`config.mk`:
```
export PLATFORM = sky130hd
export DESIGN_NAME = uart_tx_engine_flat
export DESIGN_NICKNAME = d
export VERILOG_FILES = /design/src/rtl/uart_pkg.sv /design/src/rtl/uart_tx_engine_if.sv /design/src/rtl/uart_sync_fifo.sv /design/src/rtl/uart_tx_engine.sv /design/src/flat_wrapper.sv
export SDC_FILE = /design/constraint.sdc
export NUM_CORES = 1
export LEC_CHECK = 0
export ABC_AREA = 1
export CAP_MARGIN = 20
export CORE_ASPECT_RATIO = 1.75
export CORE_MARGIN = 8
export CORE_UTILIZATION = 40
export CTS_CLUSTER_DIAMETER = 30
export DETAILED_ROUTE_END_ITERATION = 7
export SLEW_MARGIN = 20
export SYNTH_ARGS = -nofsm -noshare
export SYNTH_HDL_FRONTEND = slang
export SYNTH_HIERARCHICAL = 1
export SYNTH_SLANG_ARGS = --single-unit
```
`constraint.sdc`:
```
create_clock -name clk -period 2.95 [get_ports clk]
set_input_delay 0.59 -clock clk [delete_from_list [all_inputs] [get_ports clk]]
set_output_delay 0.59 -clock clk [all_outputs]
set_load 0.01 [all_outputs]
```
`src/rtl/uart_pkg.sv`:
```
// Shared types and helpers for the UART transmit engine.
package uart_pkg;

  typedef enum logic [2:0] {
    PAR_NONE  = 3'd0,
    PAR_EVEN  = 3'd1,
    PAR_ODD   = 3'd2,
    PAR_MARK  = 3'd3,
    PAR_SPACE = 3'd4
  } parity_t;

  localparam logic [1:0] DATA_BITS_5 = 2'b00;
  localparam logic [1:0] DATA_BITS_6 = 2'b01;
  localparam logic [1:0] DATA_BITS_7 = 2'b10;
  localparam logic [1:0] DATA_BITS_8 = 2'b11;

  typedef enum logic [2:0] {
    StIdle,
    StStart,
    StData,
    StParity,
    StStop
  } tx_state_t;

  // Unused parity codes fall back to no parity.
  function automatic parity_t decode_parity(logic [2:0] code);
    case (code)
      3'b001:  return PAR_EVEN;
      3'b010:  return PAR_ODD;
      3'b011:  return PAR_MARK;
      3'b100:  return PAR_SPACE;
      default: return PAR_NONE;
    endcase
  endfunction

  function automatic logic [7:0] data_mask(logic [1:0] bits);
    return 8'hff >> (3'd3 - {1'b0, bits});
  endfunction

endpackage

```
`src/rtl/uart_tx_engine_if.sv`:
```
// Write-side push handshake between the register block and the TX engine.
interface uart_tx_engine_if;
  logic [7:0] wr_data;
  logic       wr_valid;
  logic       wr_ready;

  modport master (output wr_data, output wr_valid, input wr_ready);
  modport slave  (input wr_data, input wr_valid, output wr_ready);
endinterface

```
`src/rtl/uart_sync_fifo.sv`:
```
// Single-clock FIFO with registered count/empty/full; head word read straight from storage.
module uart_sync_fifo #(
  parameter int unsigned DEPTH = 16,
  parameter int unsigned WIDTH = 8,
  localparam int unsigned AW = $clog2(DEPTH),
  localparam int unsigned CW = $clog2(DEPTH) + 1
) (
  input  logic             clk,
  input  logic             rst,
  input  logic             push,
  input  logic [WIDTH-1:0] push_data,
  input  logic             pop,
  output logic [WIDTH-1:0] head,
  output logic [CW-1:0]    count,
  output logic             empty,
  output logic             full
);

  logic [WIDTH-1:0] mem_q [DEPTH];
  logic [AW-1:0]    wr_ptr_q, rd_ptr_q;
  logic [CW-1:0]    count_q, count_d;
  logic             empty_q, full_q;
  logic             do_push, do_pop;

  assign do_push = push && !full_q;
  assign do_pop  = pop && !empty_q;

  always_comb begin
    count_d = count_q;
    case ({do_push, do_pop})
      2'b10:   count_d = count_q + CW'(1);
      2'b01:   count_d = count_q - CW'(1);
      default: count_d = count_q;
    endcase
  end

  always_ff @(posedge clk or posedge rst) begin
    if (rst) begin
      wr_ptr_q <= '0;
      rd_ptr_q <= '0;
      count_q  <= '0;
      empty_q  <= 1'b1;
      full_q   <= 1'b0;
    end else begin
      if (do_push) wr_ptr_q <= wr_ptr_q + AW'(1);
      if (do_pop)  rd_ptr_q <= rd_ptr_q + AW'(1);
      count_q <= count_d;
      empty_q <= (count_d == '0);
      full_q  <= (count_d == CW'(DEPTH));
    end
  end

  // Storage carries no reset; the pointers alone define validity.
  always_ff @(posedge clk) begin
    if (do_push) mem_q[wr_ptr_q] <= push_data;
  end

  assign head  = mem_q[rd_ptr_q];
  assign count = count_q;
  assign empty = empty_q;
  assign full  = full_q;

endmodule

```
`src/rtl/uart_tx_engine.sv`:
```
// UART transmit engine: write FIFO feeding a run-time configurable frame serialiser.
// Optional clear-to-send gating is enabled with the UART_TX_CTS_EN macro.
module uart_tx_engine
  import uart_pkg::*;
#(
  parameter int unsigned FIFO_DEPTH = 16,
  parameter int unsigned DIV_WIDTH  = 16,
  parameter int unsigned CNT_WIDTH  = $clog2(FIFO_DEPTH) + 1
) (
  input  logic                 clk,
  input  logic                 rst,
  uart_tx_engine_if.slave      wr,
  input  logic [1:0]           cfg_data_bits,
  input  logic [2:0]           cfg_parity,
  input  logic                 cfg_stop2,
  input  logic [DIV_WIDTH-1:0] cfg_baud_div,
  input  logic                 tx_enable,
`ifdef UART_TX_CTS_EN
  input  logic                 cts_n,
`endif
  output logic                 txd,
  output logic                 busy,
  output logic [CNT_WIDTH-1:0] fifo_count,
  output logic                 fifo_empty,
  output logic                 fifo_full
);

  logic [7:0] head;
  logic       pop;
  logic       clear_to_send;

  uart_sync_fifo #(
    .DEPTH (FIFO_DEPTH),
    .WIDTH (8)
  ) u_fifo (
    .clk       (clk),
    .rst       (rst),
    .push      (wr.wr_valid),
    .push_data (wr.wr_data),
    .pop       (pop),
    .head      (head),
    .count     (fifo_count),
    .empty     (fifo_empty),
    .full      (fifo_full)
  );

  assign wr.wr_ready = ~fifo_full;

`ifdef UART_TX_CTS_EN
  logic [1:0] cts_sync_q;

  always_ff @(posedge clk or posedge rst) begin
    if (rst) cts_sync_q <= 2'b11;
    else     cts_sync_q <= {cts_sync_q[0], cts_n};
  end

  assign clear_to_send = ~cts_sync_q[1];
`else
  assign clear_to_send = 1'b1;
`endif

  tx_state_t            state_q;
  logic [DIV_WIDTH-1:0] baud_cnt_q;
  logic [2:0]           bit_idx_q;
  logic                 stop_idx_q;
  logic                 busy_q, txd_q;
  logic [7:0]           shd_data_q;
  logic [2:0]           shd_last_q;
  logic                 shd_par_en_q, shd_par_bit_q, shd_stop2_q;
  logic [DIV_WIDTH-1:0] shd_div_q;

  logic       bit_done, stop_last, start_ok, frame_start, tx_bit;
  logic [7:0] new_data;
  logic       new_par_bit;
  parity_t    new_par;

  assign bit_done  = (baud_cnt_q == '0);
  assign stop_last = (stop_idx_q == shd_stop2_q);
  assign start_ok  = !fifo_empty && tx_enable && clear_to_send;
  // A new frame starts from idle or directly out of the final stop bit.
  assign frame_start = start_ok &&
                       ((state_q == StIdle) || (state_q == StStop && bit_done && stop_last));
  assign pop = frame_start;

  always_comb begin
    new_data = head & data_mask(cfg_data_bits);
    new_par  = decode_parity(cfg_parity);
    case (new_par)
      PAR_EVEN: new_par_bit = ^new_data;
      PAR_ODD:  new_par_bit = ~^new_data;
      PAR_MARK: new_par_bit = 1'b1;
      default:  new_par_bit = 1'b0;
    endcase
  end

  always_comb begin
    tx_bit = 1'b1;
    case (state_q)
      StStart:  tx_bit = 1'b0;
      StData:   tx_bit = shd_data_q[bit_idx_q];
      StParity: tx_bit = shd_par_bit_q;
      default:  tx_bit = 1'b1;
    endcase
  end

  always_ff @(posedge clk or posedge rst) begin
    if (rst) begin
      state_q       <= StIdle;
      baud_cnt_q    <= '0;
      bit_idx_q     <= '0;
      stop_idx_q    <= 1'b0;
      busy_q        <= 1'b0;
      txd_q         <= 1'b1;
      shd_data_q    <= '0;
      shd_last_q    <= '0;
      shd_par_en_q  <= 1'b0;
      shd_par_bit_q <= 1'b0;
      shd_stop2_q   <= 1'b0;
      shd_div_q     <= '0;
    end else begin
      if (state_q != StIdle) baud_cnt_q <= bit_done ? shd_div_q : baud_cnt_q - DIV_WIDTH'(1);

      unique case (state_q)
        StIdle: ;
        StStart: begin
          if (bit_done) begin
            state_q   <= StData;
            bit_idx_q <= '0;
          end
        end
        StData: begin
          if (bit_done) begin
            if (bit_idx_q == shd_last_q) state_q <= shd_par_en_q ? StParity : StStop;
            else                         bit_idx_q <= bit_idx_q + 3'd1;
          end
        end
        StParity: begin
          if (bit_done) state_q <= StStop;
        end
        StStop: begin
          if (bit_done) begin
            if (!stop_last) begin
              stop_idx_q <= 1'b1;
            end else begin
              state_q <= StIdle;
              busy_q  <= 1'b0;
            end
          end
        end
        default: state_q <= StIdle;
      endcase

      // Shadow config so mid-frame changes only affect the next frame.
      if (frame_start) begin
        state_q       <= StStart;
        busy_q        <= 1'b1;
        baud_cnt_q    <= cfg_baud_div;
        stop_idx_q    <= 1'b0;
        shd_data_q    <= new_data;
        shd_last_q    <= {1'b0, cfg_data_bits} + 3'd4;
        shd_par_en_q  <= (new_par != PAR_NONE);
        shd_par_bit_q <= new_par_bit;
        shd_stop2_q   <= cfg_stop2;
        shd_div_q     <= cfg_baud_div;
      end

      txd_q <= tx_bit;
    end
  end

  assign txd  = txd_q;
  assign busy = busy_q;

endmodule
```
`src/flat_wrapper.sv`:
```
// flat-port wrapper written by rule: the top's interface ports become plain ports
module uart_tx_engine_flat import uart_pkg::*;
#(
  parameter int unsigned FIFO_DEPTH = 16,
  parameter int unsigned DIV_WIDTH  = 16,
  parameter int unsigned CNT_WIDTH  = $clog2(FIFO_DEPTH) + 1
)
  (clk, rst, cfg_data_bits, cfg_parity, cfg_stop2, cfg_baud_div, tx_enable, txd, busy, fifo_count, fifo_empty, fifo_full, wr_wr_data, wr_wr_valid, wr_wr_ready);
  uart_tx_engine_if wr_i ();
  input  logic clk;
  input  logic rst;
  input  logic [1:0] cfg_data_bits;
  input  logic [2:0] cfg_parity;
  input  logic cfg_stop2;
  input  logic [DIV_WIDTH-1:0] cfg_baud_div;
  input  logic tx_enable;
  output logic txd;
  output logic busy;
  output logic [CNT_WIDTH-1:0] fifo_count;
  output logic fifo_empty;
  output logic fifo_full;
  input wire logic [$bits(wr_i.wr_data)-1:0] wr_wr_data;
  input wire logic [$bits(wr_i.wr_valid)-1:0] wr_wr_valid;
  output wire logic [$bits(wr_i.wr_ready)-1:0] wr_wr_ready;
  assign wr_i.wr_data = wr_wr_data;
  assign wr_i.wr_valid = wr_wr_valid;
  assign wr_wr_ready = wr_i.wr_ready;
  uart_tx_engine #(.FIFO_DEPTH(FIFO_DEPTH), .DIV_WIDTH(DIV_WIDTH), .CNT_WIDTH(CNT_WIDTH)) u_core (.clk(clk), .rst(rst), .wr(wr_i), .cfg_data_bits(cfg_data_bits), .cfg_parity(cfg_parity), .cfg_stop2(cfg_stop2), .cfg_baud_div(cfg_baud_div), .tx_enable(tx_enable), .txd(txd), .busy(busy), .fifo_count(fifo_count), .fifo_empty(fifo_empty), .fifo_full(fifo_full));
endmodule
```
After elaboration in Yosys (flattened, before gate mapping)
Memories as Yosys holds them, arrays and structs flattened.
Index checks and enable logic that the tools add are counted.
Word-level totals
  memory bits (read-only): 0
  bits in writable memories: 128
  output and inout bits: 10
  memories: 1
  logic and storage cells: 114
  register bits: 70
  bits in latches: 0
  input bits: 34
Operators by class
  reduce and logical (&&, ||, !) cells: 25
  order comparisons: 1
  multiplexer cells: 32
  multipliers: 0
  equality and inequality tests: 27
  $add $sub $neg: 8
  bitwise operators: 2
  shift operators: 1
  divide/modulo/power cells: 0
Memory list
  u_core.u_fifo.mem_q: words 16, width 8, read ports 1, clocked after Yosys merged registers in 0, write ports 1, RTL line uart_sync_fifo.sv:19  | logic [WIDTH-1:0] mem_q [DEPTH];
Operators with widths (count)
  16-bit 2-to-1 mux: 3
  3-bit 2-to-1 mux: 11
  3-bit by 2-bit equality test with 1-bit output, second input constant: 6
  3-bit by 2-bit != test with 1-bit output, second input constant: 6
  16-bit logical NOT: 1
  16-bit by 1-bit subtractor with 16-bit output, second input constant: 1
  3-bit case mux with 5 select lines: 1
  3-bit case mux with 4 select lines: 1
  1-bit 2-to-1 mux: 11
  5-bit case mux with 2 select lines: 1
  2-bit nonzero test: 5
  3-bit by 1-bit equality test with 1-bit output, second input constant: 3
  4-bit by 1-bit adder with 4-bit output, second input constant: 2
  8-bit bitwise AND: 1
  8-bit XNOR reduction: 1
  8-bit parity: 1
  8-bit by 3-bit right shift with 8-bit output, first input constant: 1
  7-bit AND reduction: 1
  3-bit equality test, second input constant: 2
  1-bit logical AND: 6
  2-bit != test, second input constant: 3
  1-bit case mux with 3 select lines: 2
  3-bit case mux with 2 select lines: 1
  3-bit AND reduction: 2
  other kinds (20): 23

Longest topological paths before layout
Gate-level depths: netlist (run 1).
  word-level depth: 9
  depth in mapped cells: 26
  gate-level depth less buffers: 25

Modules after synthesis
Netlist (run 1), hierarchy kept.
By module, submodules not included
  uart_sync_fifo: cells each 462, times used 1, area an instance 6050.8 µm², sequential area each 4220.3 µm²
  uart_tx_engine: cells each 471, times used 1, area an instance 3258.1 µm², sequential area each 1377.6 µm²

Worst setup path before layout (run 1)
Ideal clock, no wire load.
  kind: register -> register
  start point: register u_core.baud_cnt_q[0]
  end point: register u_core.u_fifo.full_q (netlist: u_core/u_fifo/full)
  setup time: 69 ps
  required time: 2881 ps
  data arrival time: 2796 ps
  setup slack: 85 ps
  period minus slack after synthesis: 2865 ps
  stages on the path, launching flop included: 22
  buffers on the path: 1
  path through: dfrtp_1 -> inv_1 -> ha_1 -> nand2_2 -> nor2_4 -> nand4_2 -> nand2_4 -> nand2_4 -> inv_2 -> buf_4 -> inv_1 -> nor2_8 -> nand3_1 -> nand2_1 -> inv_1 -> ha_1 -> nand2_1 -> o21ai_0 -> or2_2 -> nor2_1 -> nand3_1 -> nor2_2
Between the ends
  longest elaborated chain between the ends: 9
  elaborated cells between the ends (all ways): 10
  classes of those cells: eq/ne (3); mux (1); reduce/logical (6)
RTL lines
  start, declared: RTL line uart_tx_engine.sv:63  | logic [DIV_WIDTH-1:0] baud_cnt_q;
  start signal, assigned: RTL line uart_tx_engine.sv:121  | if (state_q != StIdle) baud_cnt_q <= bit_done ? shd_div_q : baud_cnt_q - DIV_WIDTH'(1);
  start signal, assigned: RTL line uart_tx_engine.sv:157  | baud_cnt_q <= cfg_baud_div;
  16-bit logical NOT *: RTL line uart_tx_engine.sv:77  | assign bit_done = (baud_cnt_q == '0);
  1-bit logical AND * (2 in series): RTL line uart_tx_engine.sv:82  | ((state_q == StIdle) || (state_q == StStop && bit_done && stop_last));
  1-bit logical OR *: RTL line uart_tx_engine.sv:82
  1-bit logical AND *: RTL line uart_tx_engine.sv:81  | assign frame_start = start_ok &&
  net u_core.frame_start: RTL line uart_tx_engine.sv:72  | logic bit_done, stop_last, start_ok, frame_start, tx_bit;
  1-bit logical AND *: RTL line uart_sync_fifo.sv:26  | assign do_pop = pop && !empty_q;
  2-bit by 1-bit equality test with 1-bit output / 2-bit equality test (equally long branches): RTL line uart_sync_fifo.sv:30  | case ({do_push, do_pop})
  5-bit case mux with 2 select lines *: RTL line uart_sync_fifo.sv:30
  net u_core.u_fifo.count_d[1]: RTL line uart_sync_fifo.sv:21  | logic [CW-1:0] count_q, count_d;
  5-bit equality test *: RTL line uart_sync_fifo.sv:49  | full_q <= (count_d == CW'(DEPTH));
  end signal, assigned: RTL line uart_sync_fifo.sv:49
  end, declared: RTL line uart_sync_fifo.sv:22  | logic empty_q, full_q;
Mark *: on every way through the listed nets, which the timed path passes. The rest lies on a longest branch.
A chain may end at the register's enable or synchronous reset.

Final worst setup path (run 1)
  start point: register u_core.baud_cnt_q[0]
  end point: register u_core.u_fifo.full_q (netlist: u_core/u_fifo/full)
Between the ends
  longest elaborated chain between the ends: 9
  elaborated cells between the ends (all ways): 10
  classes of those cells: eq/ne (3); mux (1); reduce/logical (6)
RTL lines (RTL line)
  16-bit logical NOT *: uart_tx_engine.sv:77
  1-bit logical AND * (2 in series): uart_tx_engine.sv:82
  1-bit logical OR *: uart_tx_engine.sv:82
  1-bit logical AND *: uart_tx_engine.sv:81
  1-bit logical AND *: uart_sync_fifo.sv:26
  2-bit by 1-bit equality test with 1-bit output / 2-bit equality test (equally long branches): uart_sync_fifo.sv:30
  5-bit case mux with 2 select lines *: uart_sync_fifo.sv:30
  net u_core.u_fifo.count_d[1]: uart_sync_fifo.sv:21
  5-bit equality test *: uart_sync_fifo.sv:49
Marks and branches as above.

==> impl_metrics.env, run 1 <==
export IMPL_status="finished clean"
export IMPL_fin_worst_skew_ns=0.0110
export IMPL_wl_per_cell_um=16.8
export IMPL_io_buffer_count=43
export IMPL_synth_edf_count=128
export IMPL_setup_violations=0
export IMPL_ys_ff_latch=198
export IMPL_start_util_pct=40.2
export IMPL_whs_ns=0.473
export IMPL_synth_common_cells="240 x nand2_1, 128 x edfxtp_1, 94 x inv_1"
export IMPL_drc_errors=0
export IMPL_critical_path_endpoint_type="register"
export IMPL_r2r_slack_ns=0.22
export IMPL_yosys_area_share_simple_pct=18.1
export IMPL_htree_levels=4
export IMPL_wl_um=22200
export IMPL_synth_area_leader_cell="edfxtp_1"
export IMPL_fin_nets=1048
export IMPL_fin_tns_setup_ns=0
export IMPL_synth_top_cell_area_share_pct=41.3
export IMPL_cts_path_max_buffers=2
export IMPL_drive_gt1_share_pct=11.9
export IMPL_antenna_found_initial=0
export IMPL_grt_max_degree=50
export IMPL_use_met1_pct=15.5
export IMPL_hold_depth=2
export IMPL_synth_xor_area_share_pct=1.88
export IMPL_syn_cell_area_um2=9310
export IMPL_grt_pass1_wl_um=34600
export IMPL_yosysWarnings=6
export IMPL_hold_violations=0
export IMPL_r2r_start="u_core/baud_cnt_q[0]$_DFFE_PP0P_"
export IMPL_synthFlopType="edfxtp_1"
export IMPL_use_met2_pct=31.7
export IMPL_synth_area_leaders="edfxtp_1 41%, dfrtp_1 18%, nand2_1 9.7%"
export IMPL_rows=74
export IMPL_yosysSeqAreaShare_pct=60.1
export IMPL_syn_inst=933
export IMPL_grt_busiest_layer="met2"
export IMPL_min_to="u_core/shd_div_q[15]$_DFFE_PP0P_"
export IMPL_finalCriticalPeriod_ns=2.73
export IMPL_yosys_cell_types_count=36
export IMPL_dr_pass1_iters=5
export IMPL_clock_sinks=198
export IMPL_drt_initial_drc_count=431
export IMPL_cp_required_ns=3.32
export IMPL_cap_violations=0
export IMPL_drv_slew=0
export IMPL_fmax_mhz=366
export IMPL_r2r_cells=20
export IMPL_place_gp_congestion=0.859
export IMPL_clkLatencyLatePin_ns=0.43
export IMPL_post_route_util_pct=47.4
export IMPL_cp_arrival_ns=3.10
export IMPL_via_per_inst=4.98
export IMPL_dieWidth_um=131
export IMPL_vias=6590
export IMPL_cts_tree="done"
export IMPL_synth_compound_area_share_pct=9.19
export IMPL_ant_nets=0
export IMPL_fin_crit_sh_pct=92.6
export IMPL_dpl_hpwl_um=15700
export IMPL_maxSlewHeadroom_pct=54.0
export IMPL_async_flop_share_pct=35.4
export IMPL_syn_avg_cell_area_um2=9.98
export IMPL_coreArea_um2=23100
export IMPL_synth_top_family_by_area="simple AND/OR/NAND/NOR gates"
export IMPL_ioPinCount=44
export IMPL_path_class="register to register"
export IMPL_hold_path_class="register to register"
export IMPL_die_area_um2=28600
export IMPL_area_growth_pct=17.8
export IMPL_synth_most_common_cell="nand2_1"
export IMPL_ir_drop_uv=497
export IMPL_p_leak_nw=4.63
export IMPL_synthMuxAreaShare_pct=3.55
export IMPL_worst_pin_slew_ns=0.689
export IMPL_die_h_um=218
export IMPL_numCtsBuffers=17
export IMPL_regToRegEndpoint="u_core/u_fifo/full$_DFF_PP0_"
export IMPL_antennaDiodeCount=0
export IMPL_root_buffer="clkbuf_16"
export IMPL_grt_ovfl_total=0
export IMPL_grt_setup_unrepaired="no"
export IMPL_powerDensity_nw_per_um2=1010
export IMPL_min_delay_start="u_core/shd_div_q[15]$_DFFE_PP0P_"
export IMPL_grt_use_total_pct=15.8
export IMPL_syn_nets=976
export IMPL_grt_pass1_vias=6542
export IMPL_cp_start_kind="register"
export IMPL_met3_usage_pct=3.34
export IMPL_synth_fa_ha_area_share_pct=1.21
export IMPL_critPathMaxFanout=4
export IMPL_clk_pin_slew_ns=0.08
==> sequential cells by signal, summed over array words and instances (netlist names) <==
name / count
u_core/shd_data_q: 8
u_core/shd_div_q: 16
u_core/busy: 1
u_core/bit_idx_q: 3
u_core/txd: 1
u_core/shd_last_q: 3
u_core/u_fifo/empty: 1
u_core/shd_par_bit_q: 1
u_core/u_fifo/rd_ptr_q: 4
u_core/state_q: 3
u_core/u_fifo/wr_ptr_q: 4
u_core/shd_stop2_q: 1
u_core/baud_cnt_q: 16
u_core/shd_par_en_q: 1
u_core/stop_idx_q: 1
u_core/u_fifo/mem_q: 128
u_core/u_fifo/full: 1
u_core/u_fifo/count: 5
==> power by group <==
group	leakage, nW	internal, mW	switching (mW)
clock network	0.301	1.29	1.09
registers	2.02	3.57	0.439
logic	2.31	1.74	2.95
==> layout make-up <==
| class | instances | area, um2 |
|---|---|---|
| timing repair buffer | 87 | 798 |
| sequential | 198 | 5600 |
| inverter | 100 | 375 |
| multi-input combinational | 601 | 3190 |
| tap | 304 | 380 |
| clock inverter | 15 | 191 |
| fill | 2200 | 12200 |
| clock buffer | 17 | 425 |
==> worst max-delay path by stage <==
stage	from	endpoint	slack, ns
finish	u_core/baud_cnt_q[0]$_DFFE_PP0P_	u_core/u_fifo/full$_DFF_PP0_	0.22
global route	u_core/baud_cnt_q[0]$_DFFE_PP0P_	u_core/u_fifo/full$_DFF_PP0_	0.04
CTS	u_core/baud_cnt_q[0]$_DFFE_PP0P_	u_core/u_fifo/full$_DFF_PP0_	0.05
detailed placement	tx_enable	u_core/u_fifo/full$_DFF_PP0_	0.04
global placement	tx_enable	u_core/u_fifo/full$_DFF_PP0_	0.09
floorplan	u_core/baud_cnt_q[0]$_DFFE_PP0P_	u_core/u_fifo/full$_DFF_PP0_	0.08
==> critical path, cell delays in order, from the launching register on <==
cell	delay (ns)
dfrtp_1	0.40
inv_2	0.09
ha_4	0.16
nand2_2	0.09
nor2_4	0.11
nand4_2	0.13
nand2_4	0.12
nand2_4	0.05
inv_2	0.06
inv_2	0.06
nor2_8	0.13
nand3_1	0.10
nand2_1	0.09
inv_1	0.05
ha_1	0.27
nand2_1	0.06
o21ai_0	0.09
or2_2	0.30
nor2_2	0.12
nand3_2	0.09
nor2_2	0.10
==> layer usage <==
| metal | vias to the layer above | share of wire (%) |
|---|---|---|
| li1 | 3286 | - |
| met1 | 3169 | 37 |
| met2 | 106 | 58 |
| met3 | 29 | 2.7 |
| met4 | 0 | 2.3 |
| met5 | - | 0 |
==> stage by stage <==
| stage | worst slack (ns) | instance area [um2] | power, mW | cells |
|---|---|---|---|---|
| after floorplan | 0.0847 | 9310 | 7.20 | 933 |
| after global placement | 0.0884 | 10300 | 8.62 | 1285 |
| after detailed placement | 0.0396 | 10300 | 8.68 | 1285 |
| after CTS | 0.0455 | 10900 | 11.1 | 1317 |
| after global routing | 0.0358 | 11000 | 11.9 | 1322 |
| final | 0.218 | 11000 | 11.1 | 1322 |
==> cell families (layout without fill, tap and decap cells) <==
group           after synthesis  after routing
compound gates              152            152
fa+ha+maj                     9              9
simple gates                387            387
flops                       198            198
mux                          33             33
buf+inv                     134            219
xor+xnor                     20             20
==> layout by cell type, fill, tap and decap left out, types with 8 or more instances in the layout <==
| cell type | count |
|---|---|
| mux2i_1 | 33 |
| buf_4 | 41 |
| o21ai_0 | 72 |
| a21oi_1 | 37 |
| o211ai_1 | 34 |
| ha_1 | 8 |
| nand2_1 | 239 |
| nor2_2 | 10 |
| inv_1 | 91 |
| edfxtp_1 | 128 |
| clkdlybuf4s50_1 | 43 |
| xnor2_1 | 10 |
| clkbuf_16 | 17 |
| xor2_1 | 10 |
| dfrtp_1 | 66 |
| nand3_1 | 60 |
| nor2_1 | 43 |
==> repair_timing <==
action,CTS,global route
endpoints found under the setup margin,0,2
hold buffers,0,0
setup buffers,0,5
resized for setup,0,11
(Power assumes the default switching activity.)
==> inputs of run 2 (changes only) <==
- CAP_MARGIN: 20 -> not set
- CORE_UTILIZATION: 40 -> 23
==> run 2 against run 1 <==
  * Wire length up 5.5%
  * Cell count grew 14%
  * Sequential power is essentially flat
  * Sequential share of layout area fell by 0.98 points
  * Global-route usage down 5.7 points
  * Utilization down 19 points
  * Critical path depth is the same
  * Non-clock buffer count fell by 3
==> impl_metrics.env, run 2 (same netlist as run 1, synthesis figures left out) <==
export IMPL_area_growth_pct=20.1
export IMPL_drc_errors=0
export IMPL_grt_max_degree=50
export IMPL_r2r_start="u_core/baud_cnt_q[9]$_DFFE_PP0P_"
export IMPL_fin_worst_skew_ns=0.0189
export IMPL_antennaDiodeCount=0
export IMPL_regMostFlops="u_core/u_fifo/mem_q"
export IMPL_min_delay_start="u_core/shd_data_q[0]$_DFFE_PP0P_"
export IMPL_regToRegEndpoint="u_core/u_fifo/empty$_DFF_PP1_"
export IMPL_dr_pass1_iters=7
export IMPL_cap_violations=0
export IMPL_grt_pass1_wl_um=37300
export IMPL_clk_pin_slew_ns=0.07
export IMPL_hold_buffers=0
export IMPL_numCtsBuffers=17
export IMPL_cp_start_kind="register"
export IMPL_cp_required_ns=3.33
export IMPL_root_buffer="clkbuf_16"
export IMPL_cp_arrival_ns=3.10
export IMPL_ant_nets=0
export IMPL_worst_pin_slew_ns=0.705
export IMPL_top_regs="u_core/u_fifo/mem_q x128, u_core/baud_cnt_q x16, u_core/shd_div_q x16"
export IMPL_rows=97
export IMPL_clkLatencyLatePin_ns=0.45
export IMPL_wl_um=23500
export IMPL_dieWidth_um=168
export IMPL_place_gp_congestion=0.871
export IMPL_stdcell_count=1509
export IMPL_cp_endpoint="u_core/u_fifo/empty$_DFF_PP1_"
export IMPL_placed_cell_area_um2=10500
export IMPL_grt_pass1_vias=6911
export IMPL_final_cell_mix="237 x nand2_1, 128 x edfxtp_1, 91 x inv_1, 72 x o21ai_0, 66 x dfrtp_1"
export IMPL_power_mw=11.0
export IMPL_powerDensity_nw_per_um2=983
export IMPL_die_h_um=282
export IMPL_start_util_pct=23.2
export IMPL_critical_path_endpoint_type="register"
export IMPL_dp_cells=1477
export IMPL_layout_commonest_cell="nand2_1"
export IMPL_via_per_inst=4.41
export IMPL_io_buffer_count=43
export IMPL_fin_crit_sh_pct=92.5
export IMPL_setup_violations=0
export IMPL_hold_violations=0
export IMPL_coreArea_um2=40100
export IMPL_ir_drop_uv=446
export IMPL_ioPinCount=44
export IMPL_grt_use_total_pct=10.2
export IMPL_r2r_slack_ns=0.22
export IMPL_vias=6655
export IMPL_clock_sinks=198
export IMPL_setup_worst_path_start="u_core/baud_cnt_q[9]$_DFFE_PP0P_"
export IMPL_grt_ovfl_total=0
export IMPL_largest_reg_flops=128
export IMPL_wl_per_cell_um=15.5
export IMPL_maxSlewHeadroom_pct=52.8
export IMPL_path_class="register to register"
export IMPL_finalCriticalPeriod_ns=2.73
export IMPL_dpl_hpwl_um=17000
export IMPL_antenna_found_initial=0
export IMPL_drive_gt1_share_pct=11.6
export IMPL_cts_path_max_buffers=2
export IMPL_r2r_cells=20
export IMPL_critPathMaxFanout=5
export IMPL_p_leak_nw=4.61
export IMPL_status="finished clean"
export IMPL_die_area_um2=47400
export IMPL_stdcell_area_um2=11200
export IMPL_hold_path_class="register to register"
export IMPL_htree_levels=4
export IMPL_whs_ns=0.475
export IMPL_drv_slew=0
export IMPL_drt_initial_drc_count=442
export IMPL_cts_tree="done"
export IMPL_fillerInstances=4175
export IMPL_fin_nets=1045
export IMPL_fmax_mhz=367
==> run 2: worst max-delay path: stages, from the launching register on <==
cell and delay (ns):
dfrtp_1 0.42, nor2_2 0.18, nand2_1 0.12, nor2_4 0.15, nand4_4 0.10, nand2_4 0.12, nand2_4 0.05, inv_2 0.06
inv_2 0.05, nor2_8 0.15, nand2_4 0.08, nand2_2 0.07, nand2_1 0.05, inv_1 0.07, ha_1 0.22, nand2_1 0.06
o21ai_0 0.09, or2_2 0.28, nor2_1 0.10, nand3_1 0.10, nor2_1 0.12
==> run 2: what timing repair did <==
item                       CTS  global route
setup endpoints to repair    0             2
buffers inserted             0             1
gates resized for setup      0            14
==> run 2: metal layers <==
metal,up-vias,part of all wire [%],track usage [%]
met1,3202,36,9.67
met2,125,56,19.9
met5,-,0,0
met4,0,4.3,5.88
met3,46,3.5,2.00
li1,3282,-,-
==> run 2: power by group <==
group          switching [mW]  leakage, nW  internal (mW)
Combinational            2.93         2.30           1.71
Sequential              0.456         2.02           3.57
Clock                    1.17        0.287           1.15
Total                    4.56         4.61           6.43
==> run 2: stage by stage <==
stage	util, %	worst slack [ns]	TNS (ns)
floorplan	-	0.0847	0
global placement	26.3	0.109	0
detailed placement	26.3	0.101	0
CTS	27.8	0.139	0
global route	27.9	-0.0173	-0.0173
finish	27.9	0.222	0
==> run 2: area by class of cell <==
class	count	area [um2]	area share, %
Sequential cell	198	5600	50.1
Multi-Input combinational cell	601	3210	28.7
Timing Repair Buffer	84	776	6.94
Tap cell	495	619	5.54
Clock buffer	17	425	3.81
Inverter	100	375	3.36
Clock inverter	14	174	1.56
==> run 2: how the worst min path moves through the flow <==
| stage | end | slack (ns) | depth (start not counted) |
|---|---|---|---|
| finish | u_core/shd_data_q[0]$_DFFE_PP0P_ | 0.48 | 2 |
| detailed placement | u_core/shd_div_q[11]$_DFFE_PP0P_ | 0.46 | 2 |
| floorplan | u_core/shd_div_q[0]$_DFFE_PP0P_ | 0.44 | 2 |
| global route | u_core/shd_div_q[4]$_DFFE_PP0P_ | 0.50 | 2 |
| CTS | u_core/shd_data_q[0]$_DFFE_PP0P_ | 0.48 | 2 |
| global placement | u_core/shd_div_q[6]$_DFFE_PP0P_ | 0.46 | 2 |
==> inputs of run 3 (changes only) <==
- ABC_AREA: 1 -> 0
==> run 3 against run 2 <==
  * The flow now finishes with violations (setup timing)
  * Critical endpoint is now u_core/u_fifo/full$_DFF_PP0_
  * Global-route usage down 0.91 points
  * Utilization up 1.0 points
  * Non-clock buffer count up 42
  * Via count down 19%
  * Critical path depth down 3
  * First-iteration DRC count down 8.6%
  * Largest power group is now registers
  * Hold slack better by 0.0023 ns
  * Total power down 7.4%
  * Register-to-register slack worse by 0.27 ns
  * Die area down 4.7%
  * Sequential share of layout area up 0.59 points
==> impl_metrics.env, run 3 <==
export IMPL_drc_errors=0
export IMPL_htree_levels=4
export IMPL_top_regs="u_core/u_fifo/mem_q x128, u_core/baud_cnt_q x16, u_core/shd_div_q x16"
export IMPL_layout_commonest_cell="edfxtp_1"
export IMPL_drive_gt1_share_pct=25.4
export IMPL_fmax_mhz=333
export IMPL_clk_pin_slew_ns=0.07
export IMPL_setup_worst_path_start="u_core/baud_cnt_q[0]$_DFFE_PP0P_"
export IMPL_vias=5405
export IMPL_grt_setup_unrepaired="yes"
export IMPL_path_class="register to register"
export IMPL_io_buffer_count=43
export IMPL_syn_avg_cell_area_um2=14.2
export IMPL_coreArea_um2=38200
export IMPL_dr_pass1_iters=4
export IMPL_grt_ovfl_total=0
export IMPL_power_mw=10.2
export IMPL_syn_inst=623
export IMPL_cp_required_ns=3.33
export IMPL_worst_pin_slew_ns=0.649
export IMPL_finalCriticalPeriod_ns=3.00
export IMPL_ys_ff_latch=198
export IMPL_hold_violations=0
export IMPL_status="finished with violations"
export IMPL_regMostFlops="u_core/u_fifo/mem_q"
export IMPL_root_buffer="clkbuf_16"
export IMPL_grt_max_degree=42
export IMPL_drt_initial_drc_count=404
export IMPL_hold_buffers=0
export IMPL_place_gp_congestion=0.804
export IMPL_wl_um=20200
export IMPL_p_leak_nw=4.07
export IMPL_wl_per_cell_um=16.3
export IMPL_fin_nets=779
export IMPL_yosysWarnings=6
export IMPL_syn_nets=666
export IMPL_synthFlopType="edfxtp_1"
export IMPL_cp_arrival_ns=3.38
export IMPL_fin_ws_ns=-0.0520
export IMPL_post_route_util_pct=28.9
export IMPL_yosys_cell_types_count=69
export IMPL_die_area_um2=45200
export IMPL_ant_nets=0
export IMPL_cp_start_kind="register"
export IMPL_maxSlewHeadroom_pct=56.7
export IMPL_min_delay_start="u_core/shd_data_q[4]$_DFFE_PP0P_"
export IMPL_fin_crit_sh_pct=102
export IMPL_grt_pass1_vias=5788
export IMPL_async_flop_share_pct=35.4
export IMPL_drv_slew=0
export IMPL_dieWidth_um=164
export IMPL_dpl_hpwl_um=14700
export IMPL_cap_violations=0
export IMPL_numCtsBuffers=17
export IMPL_ir_drop_uv=341
export IMPL_cts_path_max_buffers=2
export IMPL_fillerInstances=3781
export IMPL_ioPinCount=44
export IMPL_setup_violations=1
export IMPL_grt_pass1_wl_um=32000
export IMPL_start_util_pct=23.2
export IMPL_final_cell_mix="128 x edfxtp_1, 100 x nand2_1, 76 x buf_4, 67 x dfrtp_1"
export IMPL_synth_top_cell_area_share_pct=43.5
export IMPL_grt_use_total_pct=9.25
export IMPL_critical_path_endpoint_type="register"
export IMPL_die_h_um=275
export IMPL_clock_sinks=198
export IMPL_antenna_found_initial=0
export IMPL_synth_area_leaders="edfxtp_1 44%, dfrtp_1 19%, mux4_2 11%"
export IMPL_synth_most_common_cell="edfxtp_1"
export IMPL_hold_path_class="register to register"
export IMPL_synth_common_cells="128 x edfxtp_1, 101 x nand2_1, 68 x dfrtp_1"
export IMPL_syn_cell_area_um2=8830
export IMPL_largest_reg_flops=128
export IMPL_area_growth_pct=25.0
export IMPL_cts_tree="done"
export IMPL_rows=95
export IMPL_violations="setup timing"
export IMPL_via_per_inst=4.37
export IMPL_synth_edf_count=128
export IMPL_clkLatencyLatePin_ns=0.44
export IMPL_critPathMaxFanout=3
export IMPL_r2r_start="u_core/baud_cnt_q[0]$_DFFE_PP0P_"
export IMPL_fin_worst_skew_ns=0.0116
export IMPL_synth_area_leader_cell="edfxtp_1"
export IMPL_powerDensity_nw_per_um2=921
export IMPL_yosysSeqAreaShare_pct=63.4
## run 3: changes by cell type after synthesis, moves of 8 or more
| cell | delta |
|---|---|
| a21oi_1 | -25 |
| a31oi_1 | +8 |
| inv_1 | -80 |
| mux2i_1 | -27 |
| mux4_2 | +42 |
| nand2_1 | -139 |
| nand3_1 | -54 |
| nor2_1 | -9 |
| nor2_2 | -8 |
| nor3_1 | +13 |
| o211ai_1 | -25 |
| o21ai_0 | -53 |
## run 3: worst paths after layout
path | end | slack [ns] | cells after the start
worst max-delay path | u_core/u_fifo/full$_DFF_PP0_ | -0.05 | 17
worst min-delay path | u_core/shd_data_q[4]$_DFFE_PP0P_ | 0.48 | 2
worst min register to register | u_core/shd_data_q[4]$_DFFE_PP0P_ | 0.48 | 2
min in group asynchronous | u_core/shd_data_q[2]$_DFFE_PP0P_ | 0.67 | 2
worst max register to register | u_core/u_fifo/full$_DFF_PP0_ | -0.05 | 17
max in group asynchronous | u_core/txd$_DFF_PP1_ | 1.63 | 3
## run 3: repair_timing
action,CTS,global route
buffers inserted,5,14
gates cloned,0,0
endpoints found under the setup margin,4,4
gates resized for setup,9,5
pin swaps,8,13
## run 3: layout make-up
class | instances | area [um2] | share of cell area [%]
Antenna cell | 2 | 5.00 | 0.0453
Clock buffer | 18 | 429 | 3.89
Timing Repair Buffer | 126 | 1130 | 10.2
Clock inverter | 14 | 125 | 1.13
Multi-Input combinational cell | 377 | 3080 | 27.9
Sequential cell | 198 | 5600 | 50.7
Tap cell | 485 | 607 | 5.50
Inverter | 16 | 65.1 | 0.589
## run 3: critical path, cell delays in order (launching register included)
cell and delay, ns:
dfrtp_1 0.39, inv_2 0.09, ha_4 0.13, nor4b_4 0.23
and4_4 0.30, a21oi_4 0.06, inv_2 0.07, nand2b_4 0.07
clkinv_4 0.05, nand2_4 0.05, xnor2_2 0.13, ha_2 0.23
buf_6 0.10, nand2_1 0.04, a211o_1 0.25, a221oi_2 0.30
xor2_1 0.28, and2_1 0.17
## run 3: cells by family (layout without fill, tap and decap cells)
logic type | Yosys count | count (layout) | synth area share [%]
other cells | 0 | 2 | 0
xor+xnor | 28 | 28 | 2.93
fa+ha+maj | 9 | 9 | 1.27
flops | 198 | 198 | 63.4
mux | 50 | 50 | 11.6
buf+inv | 48 | 174 | 2.68
compound gates | 81 | 81 | 6.40
simple gates | 209 | 209 | 11.7
## run 3: stage by stage
step	cell area (um2)	instances	setup WS, ns	setup TNS [ns]	hold slack (ns)
after floorplan	8890	623	-0.322	-0.745	0.433
after global placement	10300	1183	-0.676	-2.26	0.453
after detailed placement	10300	1183	-0.701	-2.46	0.462
after CTS	10900	1220	-0.190	-0.400	0.478
after global routing	11000	1234	-0.255	-0.597	0.494
final	11000	1236	-0.0520	-0.0520	0.478
## run 3: power breakdown
group	internal (mW)	switching (mW)	total, mW
Combinational	2.18	1.78	3.96
Clock	1.17	1.04	2.21
Sequential	3.56	0.435	3.99
## run 3: layer usage
metal / track usage, % / up-vias / share of wire [%]
met4: 4.20 / 0 / 2.6
met5: 0 / - / 0
met1: 9.68 / 2712 / 38
met2: 17.3 / 100 / 56
met3: 1.84 / 34 / 3.0
li1: - / 2559 / -
